===== src/rtl/text_line_renderer_pkg.sv =====
// Shared types for the text line renderer.
// The global font/screen defines are guarded so that the shared include can
// also define them without a clash. The package holds the field types and the
// length of the RENDER guard window.
`ifndef TEXT_LINE_GLOBAL_DEFINES
`define TEXT_LINE_GLOBAL_DEFINES
`define CHAR_BITES   8
`define X_BITES      9
`define Y_BITES      8
`define SQUARE_BITES 4
`define FONT_WIDTH   5
`define CHAR_SPACE   8'h20
`define CHAR_NUL     8'h00
`endif

package text_line_renderer_pkg;
    typedef logic [`CHAR_BITES-1:0]   char_t;
    typedef logic [`X_BITES-1:0]      x_t;
    typedef logic [`Y_BITES-1:0]      y_t;
    typedef logic [`SQUARE_BITES-1:0] sz_t;

    // RENDER ignores char_finished for this many cycles after entry, so a
    // stale finish flag from the previous glyph cannot end the new one.
    localparam int GUARD_CYCLES = 2;
endpackage


===== src/rtl/text_line_renderer_if.sv =====
// Bundle between the page layer, the text buffer, the character renderer and
// the line renderer.
//   slave  : the line renderer's view (takes start/geometry, drives buffer
//            address and glyph requests, reports busy/done).
//   master : the surrounding system's view (the reverse directions).
interface text_line_renderer_if #(
    parameter int ADDR_W = 5,
    parameter int LEN_W  = 6
);
    import text_line_renderer_pkg::*;

    logic              start;
    x_t                origin_x;
    y_t                origin_y;
    sz_t               size;
    logic [LEN_W-1:0]  length;
    logic [ADDR_W-1:0] buf_addr;
    char_t             buf_data;
    char_t             char_out;
    x_t                char_origin_x;
    y_t                char_origin_y;
    logic              char_enable;
    logic              char_finished;
    logic              busy;
    logic              done;

    modport slave (
        input  start, origin_x, origin_y, size, length, buf_data, char_finished,
        output buf_addr, char_out, char_origin_x, char_origin_y, char_enable,
               busy, done
    );

    modport master (
        output start, origin_x, origin_y, size, length, buf_data, char_finished,
        input  buf_addr, char_out, char_origin_x, char_origin_y, char_enable,
               busy, done
    );
endinterface


===== src/rtl/text_line_renderer_glyph_advance_calc.sv =====
// Combinational glyph pitch and clip test.
//   sz_i     : latched pixel scale
//   cur_x_i  : origin of the glyph under consideration
//   next_x_o : origin of the following glyph (cur_x + advance)
//   clip_o   : glyph would extend past SCREEN_WIDTH
module text_line_renderer_glyph_advance_calc
    import text_line_renderer_pkg::*;
#(
    parameter int CHAR_GAP     = 1,
    parameter int SCREEN_WIDTH = 320
) (
    input  sz_t  sz_i,
    input  x_t   cur_x_i,
    output x_t   next_x_o,
    output logic clip_o
);
    localparam x_t PITCH = x_t'(`FONT_WIDTH + CHAR_GAP);

    x_t               advance;
    logic [`X_BITES:0] sum;

    // Advance is truncated to the X width; the sum keeps one extra bit so a
    // wrap past the top of the X range still reads as off-screen.
    assign advance  = x_t'(sz_i) * PITCH;
    assign sum      = {1'b0, cur_x_i} + {1'b0, advance};
    assign clip_o   = sum > (`X_BITES+1)'(SCREEN_WIDTH);
    assign next_x_o = sum[`X_BITES-1:0];
endmodule


===== src/rtl/text_line_renderer.sv =====
// Text line renderer: walks a text buffer and issues one glyph request at a
// time to the character renderer.
//   clock, reset : system clock, synchronous active-high reset
//   bus (slave)  : start/origin/size/length from the page layer, buffer read
//                  port (1-cycle latency), glyph request/finish handshake,
//                  busy and a 1-cycle done pulse.
module text_line_renderer
    import text_line_renderer_pkg::*;
#(
    parameter int MAX_CHARS    = 32,
    parameter int ADDR_W       = 5,
    parameter int LEN_W        = 6,
    parameter int CHAR_GAP     = 1,
    parameter int SCREEN_WIDTH = 320
) (
    input  logic                clock,
    input  logic                reset,
    text_line_renderer_if.slave bus
);
    typedef enum logic [2:0] {
        S_IDLE, S_FETCH, S_WAIT, S_CHECK, S_RENDER, S_RELEASE, S_ADVANCE, S_FINISH
    } state_t;

    state_t            state_q, state_d;
    y_t                oy_q, oy_d;
    sz_t               sz_q, sz_d;
    logic [LEN_W-1:0]  len_q, len_d;
    logic [LEN_W-1:0]  idx_q, idx_d;
    x_t                cur_x_q, cur_x_d;
    logic [1:0]        guard_q, guard_d;
    logic [ADDR_W-1:0] buf_addr_q, buf_addr_d;
    char_t             char_out_q, char_out_d;
    x_t                cox_q, cox_d;
    y_t                coy_q, coy_d;
    logic              en_q, en_d;
    logic              busy_q, busy_d;
    logic              done_q, done_d;

    x_t               next_x;
    logic             clip;
    logic [LEN_W-1:0] len_sat;
    logic [LEN_W-1:0] idx_inc;

    text_line_renderer_glyph_advance_calc #(
        .CHAR_GAP    (CHAR_GAP),
        .SCREEN_WIDTH(SCREEN_WIDTH)
    ) u_advance (
        .sz_i    (sz_q),
        .cur_x_i (cur_x_q),
        .next_x_o(next_x),
        .clip_o  (clip)
    );

    assign len_sat = (bus.length > LEN_W'(MAX_CHARS)) ? LEN_W'(MAX_CHARS) : bus.length;
    assign idx_inc = idx_q + LEN_W'(1);

    always_comb begin
        state_d    = state_q;
        oy_d       = oy_q;
        sz_d       = sz_q;
        len_d      = len_q;
        idx_d      = idx_q;
        cur_x_d    = cur_x_q;
        guard_d    = guard_q;
        buf_addr_d = buf_addr_q;
        char_out_d = char_out_q;
        cox_d      = cox_q;
        coy_d      = coy_q;
        en_d       = en_q;
        done_d     = 1'b0;

        case (state_q)
            S_IDLE: begin
                if (bus.start) begin
                    oy_d    = bus.origin_y;
                    sz_d    = bus.size;
                    len_d   = len_sat;
                    cur_x_d = bus.origin_x;
                    idx_d   = '0;
                    state_d = (bus.length == '0) ? S_FINISH : S_FETCH;
                end
            end
            S_FETCH: begin
                buf_addr_d = idx_q[ADDR_W-1:0];
                state_d    = S_WAIT;
            end
            S_WAIT: state_d = S_CHECK;
            S_CHECK: begin
                // Terminator beats clipping, clipping beats the space skip.
                if (bus.buf_data == `CHAR_NUL || clip) begin
                    state_d = S_FINISH;
                end else if (bus.buf_data == `CHAR_SPACE) begin
                    state_d = S_ADVANCE;
                end else begin
                    char_out_d = bus.buf_data;
                    cox_d      = cur_x_q;
                    coy_d      = oy_q;
                    en_d       = 1'b1;
                    guard_d    = '0;
                    state_d    = S_RENDER;
                end
            end
            S_RENDER: begin
                if (guard_q < 2'(GUARD_CYCLES)) begin
                    guard_d = guard_q + 2'd1;
                end else if (bus.char_finished) begin
                    en_d    = 1'b0;
                    state_d = S_RELEASE;
                end
            end
            // One full low-enable cycle lets the responder drop its finish flag.
            S_RELEASE: state_d = S_ADVANCE;
            S_ADVANCE: begin
                cur_x_d = next_x;
                idx_d   = idx_inc;
                state_d = (idx_inc == len_q) ? S_FINISH : S_FETCH;
            end
            S_FINISH: begin
                done_d  = 1'b1;
                state_d = S_IDLE;
            end
            default: state_d = S_IDLE;
        endcase

        busy_d = (state_d != S_IDLE);
    end

    always_ff @(posedge clock) begin
        if (reset) begin
            state_q    <= S_IDLE;
            idx_q      <= '0;
            guard_q    <= '0;
            buf_addr_q <= '0;
            char_out_q <= '0;
            cox_q      <= '0;
            coy_q      <= '0;
            en_q       <= 1'b0;
            busy_q     <= 1'b0;
            done_q     <= 1'b0;
        end else begin
            state_q    <= state_d;
            idx_q      <= idx_d;
            guard_q    <= guard_d;
            buf_addr_q <= buf_addr_d;
            char_out_q <= char_out_d;
            cox_q      <= cox_d;
            coy_q      <= coy_d;
            en_q       <= en_d;
            busy_q     <= busy_d;
            done_q     <= done_d;
        end
    end

    // Line geometry is only consumed after a start reloads it.
    always_ff @(posedge clock) begin
        oy_q    <= oy_d;
        sz_q    <= sz_d;
        len_q   <= len_d;
        cur_x_q <= cur_x_d;
    end

    assign bus.buf_addr      = buf_addr_q;
    assign bus.char_out      = char_out_q;
    assign bus.char_origin_x = cox_q;
    assign bus.char_origin_y = coy_q;
    assign bus.char_enable   = en_q;
    assign bus.busy          = busy_q;
    assign bus.done          = done_q;
endmodule

===== src/flat_wrapper.sv =====
// flat-port wrapper written by rule: the top's interface ports become plain ports
module text_line_renderer_flat import text_line_renderer_pkg::*;
#(
    parameter int MAX_CHARS    = 32,
    parameter int ADDR_W       = 5,
    parameter int LEN_W        = 6,
    parameter int CHAR_GAP     = 1,
    parameter int SCREEN_WIDTH = 320
)
  (clock, reset, bus_start, bus_origin_x, bus_origin_y, bus_size, bus_length, bus_buf_data, bus_char_finished, bus_buf_addr, bus_char_out, bus_char_origin_x, bus_char_origin_y, bus_char_enable, bus_busy, bus_done);
  text_line_renderer_if #(.ADDR_W(ADDR_W), .LEN_W(LEN_W)) bus_i ();
  input  logic clock;
  input  logic reset;
  input wire logic [$bits(bus_i.start)-1:0] bus_start;
  input wire logic [$bits(bus_i.origin_x)-1:0] bus_origin_x;
  input wire logic [$bits(bus_i.origin_y)-1:0] bus_origin_y;
  input wire logic [$bits(bus_i.size)-1:0] bus_size;
  input wire logic [$bits(bus_i.length)-1:0] bus_length;
  input wire logic [$bits(bus_i.buf_data)-1:0] bus_buf_data;
  input wire logic [$bits(bus_i.char_finished)-1:0] bus_char_finished;
  output wire logic [$bits(bus_i.buf_addr)-1:0] bus_buf_addr;
  output wire logic [$bits(bus_i.char_out)-1:0] bus_char_out;
  output wire logic [$bits(bus_i.char_origin_x)-1:0] bus_char_origin_x;
  output wire logic [$bits(bus_i.char_origin_y)-1:0] bus_char_origin_y;
  output wire logic [$bits(bus_i.char_enable)-1:0] bus_char_enable;
  output wire logic [$bits(bus_i.busy)-1:0] bus_busy;
  output wire logic [$bits(bus_i.done)-1:0] bus_done;
  assign bus_i.start = bus_start;
  assign bus_i.origin_x = bus_origin_x;
  assign bus_i.origin_y = bus_origin_y;
  assign bus_i.size = bus_size;
  assign bus_i.length = bus_length;
  assign bus_i.buf_data = bus_buf_data;
  assign bus_i.char_finished = bus_char_finished;
  assign bus_buf_addr = bus_i.buf_addr;
  assign bus_char_out = bus_i.char_out;
  assign bus_char_origin_x = bus_i.char_origin_x;
  assign bus_char_origin_y = bus_i.char_origin_y;
  assign bus_char_enable = bus_i.char_enable;
  assign bus_busy = bus_i.busy;
  assign bus_done = bus_i.done;
  text_line_renderer #(.MAX_CHARS(MAX_CHARS), .ADDR_W(ADDR_W), .LEN_W(LEN_W), .CHAR_GAP(CHAR_GAP), .SCREEN_WIDTH(SCREEN_WIDTH)) u_core (.clock(clock), .reset(reset), .bus(bus_i));
endmodule

===== config.mk =====
export PLATFORM = sky130hd
export DESIGN_NAME = text_line_renderer_flat
export DESIGN_NICKNAME = d
export VERILOG_FILES = /design/src/rtl/text_line_renderer_pkg.sv /design/src/rtl/text_line_renderer_if.sv /design/src/rtl/text_line_renderer_glyph_advance_calc.sv /design/src/rtl/text_line_renderer.sv /design/src/flat_wrapper.sv
export SDC_FILE = /design/constraint.sdc
export NUM_CORES = 1
export LEC_CHECK = 0
export CORE_AREA = 3 3 88 90
export CTS_BUF_LIST = sky130_fd_sc_hd__clkbuf_4 sky130_fd_sc_hd__clkbuf_8 sky130_fd_sc_hd__clkbuf_16
export CTS_CLUSTER_SIZE = 24
export DETAILED_ROUTE_END_ITERATION = 16
export DIE_AREA = 0 0 91 93
export PLACE_DENSITY = 0.77
export REMOVE_ABC_BUFFERS = 1
export SKIP_LAST_GASP = 1
export SLEW_MARGIN = 20
export SYNTH_ARGS = -nofsm -noshare
export SYNTH_HDL_FRONTEND = slang
export SYNTH_SLANG_ARGS = --single-unit

===== constraint.sdc =====
create_clock -name clock -period 4.6 [get_ports clock]
set_clock_uncertainty 0.15 [all_clocks]
set_input_delay 0.92 -clock clock [delete_from_list [all_inputs] [get_ports clock]]
set_output_delay 0.92 -clock clock [all_outputs]
set_load 0.02 [all_outputs]

# After elaboration in Yosys (flattened, before gate mapping)
# Index checks and enable logic that the tools add are counted.
[classes] add_sub_neg=3 multipliers=1 n_lt_le_gt_ge=3 n_eq_ne=15 mux=22 bitwise=2 n_reduce_logical=12
[ops] operator="$pmux 3 s8" n=1
[ops] operator="$mux 3" n=6
[ops] operator="$pmux 9 s2" n=1
[ops] operator="$eq 3x3->1 const B" n=4
[ops] operator="$pmux 6 s2" n=1
[ops] operator="$add 9x7->10" n=1
[ops] operator="$gt 10x9->1 const B" n=1
[ops] operator="$ne 2x2->1 const B" n=5
[ops] operator="$mux 9" n=1
[ops] operator="$eq 8x6->1 const B" n=1
[ops] operator="$logic_not 8->1" n=1
[ops] operator="$mux 2" n=4
[ops] operator="$add 6x1->6 const B" n=1
[ops] operator="$eq 3x2->1 const B" n=2
[ops] operator="$eq 6x6->1" n=1
[ops] operator="$gt 6x6->1 const B" n=1
[ops] operator="$logic_not 6->1" n=1
[ops] operator="$mul 4x2->6 const B" n=1
[ops] operator="$mux 6" n=1
[ops] operator="$mux 1" n=5
[ops] operator="$reduce_and 5->1" n=1
[ops] operator="$pmux 2 s2" n=1
[ops] operator="$reduce_and 2->1" n=2
[ops] operator="$reduce_and 4->1" n=1
[ops] operator="11 further kinds" n=13
[totals] regBits=71 inputBits=39 output_inout_bits=33 elab_cells=72

# Logic depth before layout (Yosys ltp)
# Gate-level depths: netlist of run 1.
[depth] ltp_word=7 depth_mapped=15 depth_no_buf=13

# Cells and area by module
# From an unflattened synthesis of run 1, not the netlist that was laid out.
[unflattened] cells_unflattened=312 hier_area_um2=3355.7
[by_module_without_submodules] mod="text_line_renderer" n_inst=1 cells_per_inst=261 area_per_inst_um2=2931.6 seq_area_each_um2=1691.6
[by_module_without_submodules] mod="text_line_renderer_glyph_advance_calc" n_inst=1 cells_per_inst=51 area_per_inst_um2=424.2 seq_area_each_um2=0.0

# Worst setup path after synthesis of run 1
# No wires, ideal clock.
[synth_path] path_type="input port to flip-flop" start="in bus_start" end="reg u_core.idx_q[2]" setup_ns=0.128 arrival_time_ns=3.954 required_time_ns=4.322 slack_ns=0.368 cell_stages=6 path_buffers=0 path_cell_list="nor4b_1 -> a31oi_1 -> inv_1 -> o21ai_0 -> a21oi_1 -> nor2_1"
[synth_via] elab_chain_cells=2
[synth_lines] item="from (decl)" line="flat_wrapper.sv:14" text="input wire logic [$bits(bus_i.start)-1:0] bus_start;"
[synth_lines] item="$ne 2x2->1 (no line)"
[synth_lines] item="$reduce_and 2->1 (no line)"
[synth_lines] item="to (signal assigned)" line="text_line_renderer.sv:142" text="idx_q <= idx_d;"
[synth_lines] item="to (decl)" line="text_line_renderer.sv:28" text="logic [LEN_W-1:0] idx_q, idx_d;"
# No other way between the ends.
# A chain may end at the register's enable or synchronous reset.

# Final worst setup path of run 1
[layout_path] start="reg u_core.sz_q[1]" end="reg u_core.coy_q[5], in the netlist u_core.bus.char_origin_y[5]"
[layout_via] elab_chain_cells=6
[layout_lines] item="from (decl)" line="text_line_renderer.sv:26" text="sz_t sz_q, sz_d;"
[layout_lines] item="from (signal assigned)" line="text_line_renderer.sv:157" text="sz_q <= sz_d;"
[layout_lines] item="$mul 4x2->6" line="text_line_renderer_glyph_advance_calc.sv:24" text="assign advance = x_t'(sz_i) * PITCH;"
[layout_lines] item="$add 9x7->10" line="text_line_renderer_glyph_advance_calc.sv:25" text="assign sum = {1'b0, cur_x_i} + {1'b0, advance};"
[layout_lines] item="$gt 10x9->1" line="text_line_renderer_glyph_advance_calc.sv:26" text="assign clip_o = sum > (`X_BITES+1)'(SCREEN_WIDTH);"
[layout_lines] item="$logic_or 1x1->1" line="text_line_renderer.sv:90" text="if (bus.buf_data == `CHAR_NUL || clip) begin"
[layout_lines] item="$not 1->1 (no line)"
[layout_lines] item="$reduce_and 3->1 (no line)"
[layout_lines] item="to (signal assigned)" line="text_line_renderer.sv:147" text="coy_q <= coy_d;"
[layout_lines] item="to (decl)" line="text_line_renderer.sv:34" text="y_t coy_q, coy_d;"
# No other way between the ends.

==> results of run 1 <==
cell usage after synthesis (all sizes together), types with 2 or more instances:
cell     count  area [sq um]
nand2b      53         331.6
dfxtp       44         880.8
mux2i       30         300.3
edfxtp      27         810.8
nor2        20         75.07
o21ai       20         103.9
a21oi       13         68.82
clkbuf      13         48.80
inv         12         45.04
ha          11         137.6
nand2        9         33.78
nor2b        9         56.30
xnor2        9         78.83
a31oi        6         37.54
nor3b        6         45.04
xor2         6         52.55
a21o         5         37.54
nand3        5         25.02
or3          5         31.28
buf          3         51.30
nor3         3         15.01
nor4         3         18.77
or4          3         22.52
a2111oi      2         23.77
fa           2         40.04
mux2         2         22.52
nand3b       2         15.01
nor4b        2         17.52
o2111ai      2         17.52
cells by family after synthesis:
group	count (synthesis)	share of synthesized area (%)
adder cells (fa/ha/maj)	13	5.032
flip-flops	71	47.91
buffers and inverters	28	4.111
AO/OA/AOI/OAI	53	9.639
AND/OR/NAND/NOR	125	20.45
XOR/XNOR	15	3.721
multiplexers	32	9.142
per-stage QoR:
step	cell area, sq um	total power (W)	setup TNS (ns)
finish	4542	0.001783	0
global route	4542	0.001884	0
CTS	4542	0.001798	0
detailed placement	4309	0.001244	0
global placement	4309	0.001223	0
floorplan	3431	0.001094	-18.36
how the worst max path moves through the flow:
stage                     slack [ns]           start  cells after the start                           to
after floorplan                -0.68  u_core.sz_q[1]                     11       u_core.bus.char_enable
final                           0.86  u_core.sz_q[1]                     12  u_core.bus.char_origin_y[5]
after detailed placement        0.88  u_core.sz_q[1]                     12  u_core.bus.char_origin_y[3]
after global routing            0.62  u_core.sz_q[1]                     12  u_core.bus.char_origin_y[5]
after global placement          1.01  u_core.sz_q[1]                     12  u_core.bus.char_origin_x[2]
after CTS                       0.85  u_core.sz_q[1]                     12  u_core.bus.char_origin_y[5]
where the power goes:
group	internal, W	switching, W
Sequential	0.000720	0.0000418
Clock	0.000321	0.000226
Combinational	0.000211	0.000264
Total	0.00125	0.000532
state kept, by name, summed over array words and instances, names as in the netlist:
signal                    flops
u_core.bus.buf_addr           5
u_core.bus.busy               1
u_core.bus.char_enable        1
u_core.bus.char_origin_x      9
u_core.bus.char_origin_y      8
u_core.bus.char_out           8
u_core.bus.done               1
u_core.cur_x_q                9
u_core.guard_q                2
u_core.idx_q                  6
u_core.len_q                  6
u_core.oy_q                   8
u_core.state_q                3
u_core.sz_q                   4
area by class of cell:
class | count | area, sq um
Clock buffer | 15 | 227.7
Clock inverter | 1 | 5.005
Fill cell | 605 | 2595
Inverter | 12 | 45.04
Multi-Input combinational cell | 238 | 1713
Sequential cell | 71 | 1692
Tap cell | 99 | 123.9
Timing Repair Buffer | 75 | 735.7
per-layer routing:
layer,routed length (um),global-route usage [%],vias to the layer above
met4,133,6.658,0
met5,0,0,-
met3,340,4.666,12
li1,-,-,1326
met1,3038,21.31,1215
met2,3549,30.59,58
critical path: cells and delay by family (launching register included):
family	cells	cell delay, ns
xor+xnor	1	0.15
fa+ha+maj	3	1.01
simple gates	1	0.08
buf+inv	1	0.47
flops	1	0.44
compound gates	5	1.09
mux	1	0.26
cell usage in the layout, fill, tap and decap left out, types with 10 or more instances in the layout:
| cell | instances |
|---|---|
| edfxtp_1 | 27 |
| clkbuf_8 | 10 |
| inv_1 | 12 |
| a21oi_1 | 12 |
| o21ai_0 | 16 |
| dfxtp_1 | 44 |
| nor2_1 | 20 |
| nand2b_1 | 53 |
| clkdlybuf4s50_1 | 70 |
| ha_1 | 11 |
| mux2i_1 | 30 |
==> metrics.txt, run 1 <==
die height=93 um; FF-to-FF End=u_core.bus.char_origin_y[5]; Total Wirelength=7062 um; Post-Route Utilization=63.64%; slowest stage delay, CP=0.47 ns; status=completed; post-layout worst setup margin=0.8578 ns; final non-filler cell total=511; Hold Path Stages=2; CTS tree=done; Placed Cells incl. Taps=495; Worst setup SP type=register; fmax=0.2672 GHz; Max Slew Vio Count=0; Slowest-stage cell, CP=buf_4; Initial DRC Count=90; Initial Util=49.47%; min Tclk post-route=3.742 ns; post-route ant nets=0; Area growth, synth to finish=28.63%; drt pass-1 iters=4; Worst Path Max Fanout=28; Hold WC Path Type=register to register; Worst Hold Slack=0.3213 ns; Worst-path clk slew=0.07 ns; total I/O pin count=72; WP data arrival=3.85 ns; Longest Clk Path Bufs=2; sequential element share of the synthesized area=47.91%; period utilization=81.35%; CTS root buffer=clkbuf_8; # H-tree levels=3; critical path class=register to register; async set-reset flop share out of synthesis=0%; Synth cell types=44; post-detail-place hpwl=5058 um; share of cells above drive strength 1=7.039%; CP Cell Sequence=ha_1 > fa_1 > xnor2_1 > ha_1 > o21ai_1 > a21oi_2 > nor4_1 > a311oi_2 > o21ai_2 > a2111oi_4 > buf_4 > mux2i_1; Nets=459; DR WL/cell=13.82 um; Leakage Power=1.631 nW; reg2reg setup slack=0.86 ns; FF-to-FF Start=u_core.sz_q[1]; syn_area_per_cell=10.48 sq um; Num CTS Buffers=9; initial antenna violation count=0; Mapped Area=3531 sq um; Vias=2611; top_reg_cell synth=dfxtp_1; die area=8463 sq um; worst slew pin tran=1.038 ns; drt drc=0; pwr dens=392.6 nW/um^2; relative slew slack=30.29%; Post-CTS Hold Buffers=0; max-capacitance violation count=0; pre-CTS setup slack=0.8819 ns; Final setup viols=0; number of post-CTS setup repair buffers=0; min-delay src=u_core.bus.char_origin_x[0]; Worst Hold End=u_core.bus.char_origin_x[0]; Crit path required time=4.71 ns; worst skew pair latency=0.34 ns; largest net degree at the start of global routing=71; GRT overflow=0; vias in the first global route=2623; total track usage=17.75%; critical path capture point type=register; first-pass GRT wire length=11990 um; CP dominant cell by count=ha_1; I/O Buffers=71; row cnt=31; unrepaired setup endpoints after global routing=false; EDFF count, synth=27; Final Hold Viols=0; #FFs+latches synth=71; gp weighted congestion=0.8708; PostCTS Resize Cnt=0; Clock Sinks=71; Die X=91 um; Std-Cell Core Area=7137 sq um; vias per std cell=5.110; Synth Instances=337; Max IR drop VDD=0.1978 mV; Reg2Reg Depth=12; diode count=0; Ys Warns=0
(Power assumes the default switching activity.)
==> run 2, diff against run 1 <==
Settings changed: CORE_AREA 3 3 88 90 to 3 3 92 94, DIE_AREA 0 0 91 93 to 0 0 95 97, PLACE_DENSITY 0.77 to 0.74.
Clock period 4.6 ns to 3.33 ns, I/O delays scaled along.
==> run 2 against run 1 <==
  * Register-to-register slack lost 1.0 ns
  * Flip-flop and latch count is the same
  * First-iteration DRC count grew 7.8%
  * Worst hold slack gained 0.0036 ns
  * Cell count grew 3.5%
  * Sequential power grew 39%
  * The run now ends with setup timing left
  * Sequential share of layout area shrank 1.6 points
  * Core utilization shrank 2.3 points
  * Global-route usage shrank 0.26 points
  * Final area grew 4.4%
==> metrics.txt, run 2 (synthesis results as in run 1) <==
CTS root buffer=clkbuf_8; Crit path required time=3.46 ns (-1.25 ns); share of cells above drive strength 1=13.35% (+6.3 points); CTS tree=done; max-capacitance violation count=0 (unchanged); Reg2Reg Depth=13 (+1); Initial Util=45.69% (-3.8 points); post-route ant nets=0 (unchanged); total track usage=17.48% (-0.26 points); row cnt=32 (+3.2%); worst skew pair latency=0.35 ns (about the same); gp weighted congestion=0.8384 (-3.7%); Total Wirelength=7676 um (+8.7%); most frequent cells in the layout=70 x clkdlybuf4s50_1, 53 x nand2b_1, 44 x dfxtp_1, 30 x mux2i_1, 27 x edfxtp_1; die height=97 um (+4.3%); pwr dens=532.9 nW/um^2 (+36%); largest net degree at the start of global routing=71 (unchanged); relative slew slack=32.95% (+2.7 points); post-detail-place hpwl=5055 um (about the same); Hold WC Path Type=register to register; WP data arrival=3.62 ns (-0.23 ns); critical path capture point type=register; CP endpoint=u_core.bus.char_out[7]; footprint of the multi-input gates=1802 sq um (+5.2%); Setup crit start=u_core.sz_q[1]; # H-tree levels=3 (unchanged); Worst setup SP type=register; vias in the first global route=2619 (-0.15%); period utilization=104.7% (+23 points); Final setup viols=21 (+21); vias per std cell=5.064 (-0.89%); I/O Buffers=71 (unchanged); failing checks=setup timing; Vias=2679 (+2.6%); FF-to-FF Start=u_core.sz_q[1]; drt drc=0 (unchanged); Longest Clk Path Bufs=2 (unchanged); Seq. cell area=1692 sq um (unchanged); PnR Total Power=0.002528 W (+42%); DR WL/cell=14.51 um (+5.0%); status=finished with violations; reg2reg setup slack=-0.16 ns (-1.01 ns); drt pass-1 iters=4 (unchanged); Max IR drop VDD=0.2521 mV (+27%); Initial DRC Count=97 (+7.8%); min Tclk post-route=3.487 ns (-0.2553 ns); worst slew pin tran=0.9980 ns (-0.03972 ns); critical path class=register to register; die area=9215 sq um (+8.9%); FF-to-FF End=u_core.bus.char_out[7]; Worst Path Max Fanout=7 (-75%); Worst-path clk slew=0.08 ns (about the same); diode count=0 (unchanged); GRT overflow=0 (unchanged); Placed Cells incl. Taps=503 (+1.6%); first-pass GRT wire length=12540 um (+4.6%); Max Slew Vio Count=0 (unchanged); Post-CTS Hold Buffers=0 (unchanged); Nets=474 (+3.3%); Clock Sinks=71 (unchanged); Area growth, synth to finish=34.34%; commonest non-fill, non-tap cell in the layout=clkdlybuf4s50_1; Std-Cell Core Area=7727 sq um (+8.3%); initial antenna violation count=0 (unchanged); Num CTS Buffers=9 (unchanged); Fillers=652 (+7.8%); final non-filler cell total=529 (+3.5%); total I/O pin count=72 (unchanged); Leakage Power=1.700 nW (+4.3%); Final Hold Viols=0 (unchanged); unrepaired setup endpoints after global routing=true; Die X=95 um (+4.4%); fmax=0.2868 GHz (+7.3%); post-layout worst setup margin=-0.1569 ns (-1.015 ns)
[run 2: final cells by class]
cell class / count / share of cell area, %
clock inverter: 6 / 0.8969
sequential: 71 / 35.66
tap: 102 / 2.691
multi-input combinational: 238 / 37.98
inverter: 12 / 0.9496
clock buffer: 10 / 2.902
timing repair buffer: 90 / 18.91
[run 2: report_power, final]
group	switching [W]	total, W	internal (W)	leakage (nW)
Sequential	0.0000611	0.00106	0.000995	0.616
Clock	0.000347	0.000641	0.000294	0.0935
Combinational	0.000419	0.000831	0.000412	0.990
[run 2: how the worst min path moves through the flow]
stage	cells past startpoint	slack [ns]	endpoint	from
after floorplan	2	0.31	u_core.guard_q[0]	u_core.guard_q[0]
after global placement	2	0.31	u_core.bus.char_origin_y[2]	u_core.bus.char_origin_y[2]
after detailed placement	2	0.31	u_core.bus.char_out[3]	u_core.bus.char_out[3]
after CTS	2	0.33	u_core.bus.char_origin_x[6]	u_core.bus.char_origin_x[6]
after global routing	2	0.34	u_core.bus.char_origin_x[6]	u_core.bus.char_origin_x[6]
final	2	0.32	u_core.bus.char_origin_y[3]	u_core.bus.char_origin_y[3]
[run 2: what timing repair did]
action                                  4_1_cts  5_1_grt
gates cloned                                  3        0
resized for setup                            13        4
endpoints found under the setup margin       28       28
pin swaps                                    10        6
setup buffers                                 6        3
[run 2: per-stage QoR]
stage / instance area (sq um) / utilization (%) / setup TNS [ns] / hold slack, ns / setup slack (ns)
after floorplan: 3431 / - / -60.70 / 0.3142 / -1.954
after global placement: 4363 / 56.46 / -0.2679 / 0.3074 / -0.01865
after detailed placement: 4363 / 56.46 / -3.217 / 0.3108 / -0.1408
after CTS: 4756 / 61.54 / -1.170 / 0.3274 / -0.07795
after global routing: 4743 / 61.38 / -6.538 / 0.3419 / -0.3164
final: 4743 / 61.38 / -2.259 / 0.3249 / -0.1569
[run 2: per-layer routing]
metal	wire, um	up-vias	global-route usage, %
met1	3441	1249	22.38
li1	-	1359	-
met3	297	16	3.888
met4	148	0	6.770
met5	0	-	0
met2	3789	55	28.42
[run 2: worst max-delay path: stages, from the launching register on]
cell and delay [ns]:
edfxtp_1 0.42, ha_2 0.22, fa_2 0.53, ha_2 0.30
nand2b_1 0.14, a21oi_2 0.09, buf_4 0.14, a311oi_2 0.30
o21ai_2 0.12, a2111oi_4 0.38, buf_4 0.20, buf_12 0.11
buf_12 0.13, mux2i_1 0.18
==> run 3, diff against run 2 <==
Settings changed: CORE_AREA 3 3 92 94 to 3 3 88 90, DIE_AREA 0 0 95 97 to 0 0 91 93, MAX_ROUTING_LAYER set to met4, PLACE_DENSITY 0.74 to 0.77.
Clock period 3.33 ns to 3.8 ns, I/O delays scaled along.
==> run 3 against run 2 <==
  * The run now ends clean
  * Sequential share of layout area up 1.8 points
  * Die area down 8.2%
  * Combinational power down 32%
  * First-iteration DRC count down 44%
  * Flip-flop and latch count unchanged
  * Critical endpoint is now u_core.bus.char_origin_y[7]
  * Largest power group unchanged
==> metrics.txt, run 3 (synthesis results as in run 1) <==
share of cells above drive strength 1=7.264% (-6.1 points); CP delay by family, top=compound AO/OA/AOI/OAI gates; fmax=0.2815 GHz (-1.8%); Worst setup SP type=register; post-detail-place hpwl=5113 um (+1.1%); Area growth, synth to finish=27.99%; Initial DRC Count=54 (-44%); vias per std cell=5.064 (about the same); status=completed; Crit path required time=3.92 ns (+0.46 ns); Final setup viols=0 (-100%); worst skew pair latency=0.34 ns (about the same); Worst-path clk slew=0.08 ns (about the same); Worst Hold Slack=0.3215 ns (-0.003324 ns); drt pass-1 iters=4 (unchanged); Clock Sinks=71 (unchanged); Longest Clk Path Bufs=2 (unchanged); total track usage=18.15% (+0.67 points); Die X=91 um (-4.2%); min Tclk post-route=3.552 ns (+0.06525 ns); total I/O pin count=72 (unchanged); unrepaired setup endpoints after global routing=false; pwr dens=456.2 nW/um^2 (-14%); Post-CTS Hold Buffers=0 (unchanged); max-capacitance violation count=0 (unchanged); critical path class=register to register; CP Cell Sequence=ha_1 > fa_1 > a21o_1 > ha_1 > nor3b_1 > a31oi_1 > o21ai_0 > a311oi_2 > o21ai_2 > a2111oi_4 > buf_12 > mux2i_1; gp weighted congestion=0.8953 (+6.8%); first-pass GRT wire length=12050 um (-4.0%); slowest stage delay, CP=0.45 ns (-0.08 ns); die area=8463 sq um (-8.2%); Max Slew Vio Count=0 (unchanged); CP dominant cell by count=ha_1; Num CTS Buffers=9 (unchanged); Leakage Power=1.620 nW (-4.7%); Final Hold Viols=0 (unchanged); vias in the first global route=2594 (-0.95%); critical path capture point type=register; Std-Cell Core Area=7137 sq um (-7.6%); worst slew pin tran=0.9486 ns (-0.04942 ns); CTS tree=done; largest net degree at the start of global routing=71 (unchanged); row cnt=31 (-3.1%); commonest non-fill, non-tap cell in the layout=clkdlybuf4s50_1; # H-tree levels=3 (unchanged); post-route ant nets=0 (unchanged); PostCTS Resize Cnt=0 (-13); WP data arrival=3.67 ns (+0.05 ns); Max IR drop VDD=0.3148 mV (+25%); diode count=0 (unchanged); Nets=460 (-3.0%); most frequent cells in the layout=70 x clkdlybuf4s50_1, 53 x nand2b_1, 44 x dfxtp_1, 30 x mux2i_1, 27 x edfxtp_1; Initial Util=49.47% (+3.8 points); Hold WC Path Type=register to register; initial antenna violation count=0 (unchanged); Post-Route Utilization=63.32% (+1.9 points); CTS root buffer=clkbuf_8; Vias=2593 (-3.2%); drt drc=0 (unchanged); die height=93 um (-4.1%); period utilization=93.48% (-11 points); WP buf/inv=1 (-3); number of post-CTS setup repair buffers=0 (-6); Slowest-stage cell, CP=edfxtp_1; relative slew slack=36.27% (+3.3 points); DR WL/cell=13.88 um (-4.4%); Worst Path Max Fanout=28 (+21); GRT overflow=0 (unchanged); Total Wirelength=7105 um (-7.4%); I/O Buffers=71 (unchanged)
run 3: changes by cell type in the layout (fill, tap and decap cells not counted), moves of 3 or more:
cell	change
ha_4	-3
buf_4	-9
ha_1	+5
buf_6	-3
run 3: final timing paths:
kind	start	endpoint	slack, ns	cells after the start
max reg2reg	u_core.sz_q[1]	u_core.bus.char_origin_y[7]	0.25	12
min	u_core.bus.char_out[4]	u_core.bus.char_out[4]	0.32	2
max	u_core.sz_q[1]	u_core.bus.char_origin_y[7]	0.25	12
min reg2reg	u_core.bus.char_out[4]	u_core.bus.char_out[4]	0.32	2
run 3: tightest hold or removal path: stages, from the launching register on:
cell and delay, ns:
dfxtp_1 0.32, nand2b_1 0.06, mux2i_1 0.05
run 3: area by class of cell:
cell class,count,area [sq um]
multi-input combinational,238,1713
timing repair buffer,76,755.7
sequential,71,1692
tap,99,123.9
fill,614,2618
clock inverter,4,26.28
clock buffer,12,163.9
inverter,12,45.04
run 3: routing by layer:
layer	track usage [%]	wire length, um	up-vias
li1	-	-	1322
met3	3.620	225	11
met2	30.10	3530	47
met1	22.08	3274	1213
met5	-	0	-
met4	6.784	75	0
run 3: stage by stage:
stage	cell area (sq um)	cells	setup TNS, ns	power, W	worst slack (ns)
detailed placement	4329	496	0	0.001506	0.2355
global route	4519	512	0	0.002195	0.02670
CTS	4519	512	0	0.002082	0.2096
finish	4519	512	0	0.002062	0.2478
global placement	4329	496	0	0.001481	0.3835
floorplan	3431	321	-42.37	0.001324	-1.484
run 3: power by group:
group	switching, W	total, W	internal, W
sequential	0.0000516	0.000923	0.000872
combinational	0.000309	0.000565	0.000256
clock	0.000281	0.000574	0.000292
total	0.000642	0.00206	0.00142
